$ cat src/rtl/dec_nto2n_seq_if.sv
// dec_nto2n_seq_if: signal bundle between control logic and the N-to-2^N decoder.
//
// Ports grouped here:
//   en        enable; 0 forces out to all-zero
//   mode      0 = direct decode, 1 = scan
//   in        index to decode (direct) or load value (scan)
//   load      scan mode only: load in as current index
//   skip_mask (DEC_SEQ_SKIP_EN only) positions the scan steps over
//   out       registered one-hot output, or all-zero
//   idx       registered current index
//   wrap      1-cycle pulse when the scan index wraps
//
// Modports: master drives the controls, slave is the decoder.
// Macro DEC_SEQ_SKIP_EN adds skip_mask.

interface dec_nto2n_seq_if #(
    parameter int unsigned IN_W = 3
);
    localparam int unsigned OUT_W = 2 ** IN_W;

    logic              en;
    logic              mode;
    logic [IN_W-1:0]   in;
    logic              load;
    logic [OUT_W-1:0]  out;
    logic [IN_W-1:0]   idx;
    logic              wrap;
`ifdef DEC_SEQ_SKIP_EN
    logic [OUT_W-1:0]  skip_mask;

    modport master (
        output en, mode, in, load, skip_mask,
        input  out, idx, wrap
    );

    modport slave (
        input  en, mode, in, load, skip_mask,
        output out, idx, wrap
    );
`else
    modport master (
        output en, mode, in, load,
        input  out, idx, wrap
    );

    modport slave (
        input  en, mode, in, load,
        output out, idx, wrap
    );
`endif

endinterface

$ cat src/rtl/dec_nto2n_seq.sv
// dec_nto2n_seq: registered N-to-2^N one-hot decoder with enable and a self-running scan mode
// that walks the active output across all positions every SCAN_DIV clocks (digit/row select).
//
// Parameters:
//   IN_W      index width; output width is 2**IN_W
//   SCAN_DIV  clock cycles per scan step, 1..65535
//
// Ports:
//   clk    rising-edge clock
//   rst_n  asynchronous active-low reset
//   bus    dec_nto2n_seq_if.slave: en, mode, in, load (+skip_mask) in; out, idx, wrap out
//
// Operating state is decoded every edge from {en, mode}: idle, direct decode or scan.
// Optional macro DEC_SEQ_SKIP_EN: scan steps to the next position above idx whose
// skip_mask bit is clear; without it scan steps by exactly +1.

module dec_nto2n_seq #(
    parameter int unsigned IN_W     = 3,
    parameter int unsigned SCAN_DIV = 4
) (
    input  logic            clk,
    input  logic            rst_n,
    dec_nto2n_seq_if.slave  bus
);

    localparam int unsigned OUT_W = 2 ** IN_W;
    localparam int unsigned DIV_W = (SCAN_DIV > 1) ? $clog2(SCAN_DIV) : 1;
    localparam logic [DIV_W-1:0] DIV_LAST = DIV_W'(SCAN_DIV - 1);
    localparam logic [OUT_W-1:0] ONE      = OUT_W'(1);

    typedef enum logic [1:0] {
        StIdle,
        StDirect,
        StScan
    } state_e;

    state_e            state;
    logic [OUT_W-1:0]  out_q;
    logic [IN_W-1:0]   idx_q;
    logic              wrap_q;
    logic [DIV_W-1:0]  div_q;

    // Result of a scan step taken from the current index.
    logic [IN_W-1:0]   step_idx;
    logic              step_wrap;
    logic              step_blank;

    always_comb begin
        state = StIdle;
        if (bus.en) begin
            state = bus.mode ? StScan : StDirect;
        end
    end

`ifdef DEC_SEQ_SKIP_EN
    // Search upward (modulo OUT_W) for the first unmasked position other than idx itself.
    always_comb begin
        logic            found;
        logic [IN_W-1:0] cand;
        found    = 1'b0;
        cand     = '0;
        step_idx = idx_q;
        for (int unsigned k = 1; k < OUT_W; k++) begin
            cand = idx_q + IN_W'(k);
            if (!found && !bus.skip_mask[cand]) begin
                step_idx = cand;
                found    = 1'b1;
            end
        end
        // A landing position at or below the old index means the walk passed the top.
        step_wrap  = found && (step_idx <= idx_q);
        // Nothing else is selectable: idx holds, and is blanked if it is masked too.
        step_blank = !found && bus.skip_mask[idx_q];
    end
`else
    always_comb begin
        step_idx   = idx_q + IN_W'(1);
        step_wrap  = &idx_q;
        step_blank = 1'b0;
    end
`endif

    always_ff @(posedge clk or negedge rst_n) begin
        if (!rst_n) begin
            out_q  <= '0;
            idx_q  <= '0;
            wrap_q <= 1'b0;
            div_q  <= '0;
        end else begin
            unique case (state)
                StIdle: begin
                    out_q  <= '0;
                    div_q  <= '0;
                    wrap_q <= 1'b0;
                end
                StDirect: begin
                    idx_q  <= bus.in;
                    out_q  <= ONE << bus.in;
                    div_q  <= '0;
                    wrap_q <= 1'b0;
                end
                StScan: begin
                    if (bus.load) begin
                        idx_q  <= bus.in;
                        out_q  <= ONE << bus.in;
                        div_q  <= '0;
                        wrap_q <= 1'b0;
                    end else if (div_q == DIV_LAST) begin
                        div_q  <= '0;
                        idx_q  <= step_idx;
                        out_q  <= step_blank ? '0 : (ONE << step_idx);
                        wrap_q <= step_wrap;
                    end else begin
                        div_q  <= div_q + DIV_W'(1);
                        out_q  <= ONE << idx_q;
                        wrap_q <= 1'b0;
                    end
                end
                default: begin
                    out_q  <= '0;
                    div_q  <= '0;
                    wrap_q <= 1'b0;
                end
            endcase
        end
    end

    assign bus.out  = out_q;
    assign bus.idx  = idx_q;
    assign bus.wrap = wrap_q;

endmodule

$ cat src/flat_wrapper.sv
// flat-port wrapper written by rule: the top's interface ports become plain ports
module dec_nto2n_seq_flat 
#(
    parameter int unsigned IN_W     = 3,
    parameter int unsigned SCAN_DIV = 4
)
  (clk, rst_n, bus_en, bus_mode, bus_in, bus_load, bus_out, bus_idx, bus_wrap);
  dec_nto2n_seq_if #(.IN_W(IN_W)) bus_i ();
  input  logic clk;
  input  logic rst_n;
  input wire logic [$bits(bus_i.en)-1:0] bus_en;
  input wire logic [$bits(bus_i.mode)-1:0] bus_mode;
  input wire logic [$bits(bus_i.in)-1:0] bus_in;
  input wire logic [$bits(bus_i.load)-1:0] bus_load;
  output wire logic [$bits(bus_i.out)-1:0] bus_out;
  output wire logic [$bits(bus_i.idx)-1:0] bus_idx;
  output wire logic [$bits(bus_i.wrap)-1:0] bus_wrap;
  assign bus_i.en = bus_en;
  assign bus_i.mode = bus_mode;
  assign bus_i.in = bus_in;
  assign bus_i.load = bus_load;
  assign bus_out = bus_i.out;
  assign bus_idx = bus_i.idx;
  assign bus_wrap = bus_i.wrap;
  dec_nto2n_seq #(.IN_W(IN_W), .SCAN_DIV(SCAN_DIV)) u_core (.clk(clk), .rst_n(rst_n), .bus(bus_i));
endmodule
$ cat config.mk
export PLATFORM = sky130hd
export DESIGN_NAME = dec_nto2n_seq_flat
export DESIGN_NICKNAME = d
export VERILOG_FILES = /design/src/rtl/dec_nto2n_seq_if.sv /design/src/rtl/dec_nto2n_seq.sv /design/src/flat_wrapper.sv
export SDC_FILE = /design/constraint.sdc
export NUM_CORES = 1
export LEC_CHECK = 0
export ABC_AREA = 1
export CORE_MARGIN = 1.5
export CORE_UTILIZATION = 40
export CTS_CLUSTER_SIZE = 20
export DETAILED_ROUTE_END_ITERATION = 8
export PLACE_DENSITY_LB_ADDON = 0.08
export REMOVE_ABC_BUFFERS = 1
export SYNTH_ARGS = -nofsm -noshare
export SYNTH_HDL_FRONTEND = slang
export SYNTH_SLANG_ARGS = --single-unit
$ cat constraint.sdc
create_clock -name clk -period 2.7 [get_ports clk]
set_input_delay 0.27 -clock clk [delete_from_list [all_inputs] [get_ports clk]]
set_output_delay 0.27 -clock clk [all_outputs]
set_load 0.02 [all_outputs]
==> flow_metrics.tcl <==
set metrics [dict create \
    status "complete, no violations" \
    drtIter0Drc 39 \
    slew_violations 0 \
    routed_wl_mm 1.949 \
    viasPerCell 5.023 \
    root_buffer "clkbuf_4" \
    syn_area_um2 900.9 \
    r2r_slack_ns 1.17 \
    ant_nets 0 \
    synth_warnings 0 \
    path_class "reg -> out" \
    timing.critical_path.buf_inv 1 \
    grtUsageTotal_pct 16.98 \
    synth.avg_cell_area_um2 6.930 \
    cts-hold-fix-buffers 0 \
    max_slew.worst_pin.slew_ns 0.6238 \
    cts_buffer_depth 2 \
    place_hpwl_mm 1.528 \
    p_per_area_nw_per_um2 469.3 \
    clkLatencyLatePin_ns 0.28 \
    period_needed_ns 1.609 \
    finalHoldViolCount 0 \
    finClkSkew_ns 0.0009049 \
    crit_family "buffers and inverters" \
    fmax_mhz 621.6 \
    slowest_delay_ns 0.63 \
    syn2layout_area_growth_pct 27.22 \
    rsz0062_at_grt "false" \
    synth_cell_types 17 \
    drive_gt1_share_pct 8.000 \
    slowest_stage "clkdlybuf4s50_1" \
    cts-htree-levels 1 \
    fp-row-count 16 \
    post_drt_wl_per_cell_um 11.01 \
    gp_congestion 0.8467 \
    cp.required_ns 2.43 \
    ys_ff_latch 14 \
    worstHoldPathType "in -> async" \
    die_y_um 50.46 \
    drt_first_pass_iters 4 \
    final_cells 177 \
    ys_seq_area_share_pct 38.89 \
    cp_max_fo 5 \
    dpl.cell_count 173 \
    initial_core_util_pct 44.12 \
    dieWidth_um 50.46 \
    finalSetupViolCount 0 \
    cts_resized 0 \
    grt_pass1_wl_mm 3.249 \
    dpl_cell_area_um2 1110 \
    fillers 202 \
    grt_max_degree 15 \
    gr-total-overflow 0 \
    relSlewSlack_pct 58.29 \
    cts_tree "done" \
    fin_crit_sh_pct 59.58 \
    critPathCaptureType "primary output" \
    nets 163 \
    ir_worst_vdd_v 0.0003289 \
    arrival_ns 1.34 \
    drc 0 \
    die-area_um2 2546 \
    clock_sinks 14 \
    drv_cap 0 \
    total_power_w 0.0005378 \
    antenna_cells 0 \
    vias 889 \
    grt_pass1_vias 770 \
    start_kind "flip-flop" \
    antenna_found_initial 0 \
    portBuffers 19 \
    total_leakage_power_nw 0.6010 \
    cts_buffers 3 \
    tns_ns 0 \
    clkSlewWorstSetupHoldPaths_ns 0.09 \
    cp_cell_sequence "clkdlybuf4s50_1" \
    io_pins 20 \
    core-area_um2 2042 \
    holdWs_ns 0.3669 \
    synthCells 130 \
    fin_area_um2 1146 \
    postCtsSetupBuffers 0 \
]
-- state kept, by name, indices dropped and copies added (netlist names) --
name,count
u_core.bus.out,8
u_core.bus.idx,3
u_core.div_q,2
u_core.bus.wrap,1
-- synthesized netlist by cell type (all sizes together) --
cell   instances  share of area [%]
nand4          8                5.6
dfrtp         14                 39
nand3         14                8.3
a21oi          1               0.56
nor2           6                3.3
o21ai         10                6.0
nor3           1               0.56
inv           17                7.4
nand2         52                 22
ha             4                5.6
buf            3                1.7
-- layout make-up --
class                   instances  area (µm²)  area share [%]
multi-input cells              96       469.2           40.94
repair buffers                 19       190.2           16.59
clock buffers                   4       36.28           3.166
inverters                      17       66.31           5.786
flip-flops and latches         14       350.3           30.57
well taps                      27       33.78           2.948
-- stage by stage --
step                      worst slack (ns)  utilization [%]
after floorplan                      1.215                -
after global placement               1.103            54.35
after detailed placement             1.110            54.35
after CTS                            1.080            56.13
after global routing                 1.033            56.13
final                                1.091            56.13
-- cell usage in the layout (no fill, tap or decap) --
cell type	instances
nor2_4	1
nor2_1	5
nand2_2	2
inv_4	1
dfrtp_1	14
o21ai_0	9
clkbuf_4	3
ha_1	4
nand4_1	8
nand2_1	50
a21oi_1	1
clkdlybuf4s50_1	19
nor3_1	1
o21ai_2	1
clkbuf_8	1
inv_2	2
nand3_2	1
nand3_1	13
inv_1	14
-- final timing paths --
kind	startpoint	endpoint	cells past startpoint
worst max-delay path	u_core.bus.idx[0]$_DFFE_PN0P_	bus_idx[0]	1
worst min-delay path	rst_n	u_core.div_q[0]$_DFF_PN0_	1
worst max register to register	u_core.bus.idx[0]$_DFFE_PN0P_	u_core.bus.out[6]$_DFF_PN0_	8
worst min register to register	u_core.div_q[0]$_DFF_PN0_	u_core.div_q[0]$_DFF_PN0_	1
max in group asynchronous	rst_n	u_core.bus.out[5]$_DFF_PN0_	1
min in group clk	u_core.div_q[0]$_DFF_PN0_	u_core.div_q[0]$_DFF_PN0_	1
-- kinds of logic after synthesis --
| logic type | count (synthesis) | share of synthesized area (%) |
|---|---|---|
| compound gates | 11 | 6.527 |
| fa+ha+maj | 4 | 5.556 |
| buf+inv | 20 | 9.028 |
| flops | 14 | 38.89 |
| simple gates | 81 | 40.00 |
-- per-layer routing --
layer | global-route usage, % | vias to the layer above | part of all wire, %
li1 | - | 459 | -
met4 | 5.856 | 0 | 1.3
met1 | 24.43 | 394 | 52
met2 | 25.66 | 32 | 40
met5 | 0 | - | 0
met3 | 2.976 | 4 | 6.2
-- where the power goes --
group          total [W]  switching, W  internal [W]
logic           0.000150     0.0000916     0.0000585
clock network   0.000156     0.0000736     0.0000821
registers       0.000232    0.00000942      0.000223
(Power assumes the default switching activity.)
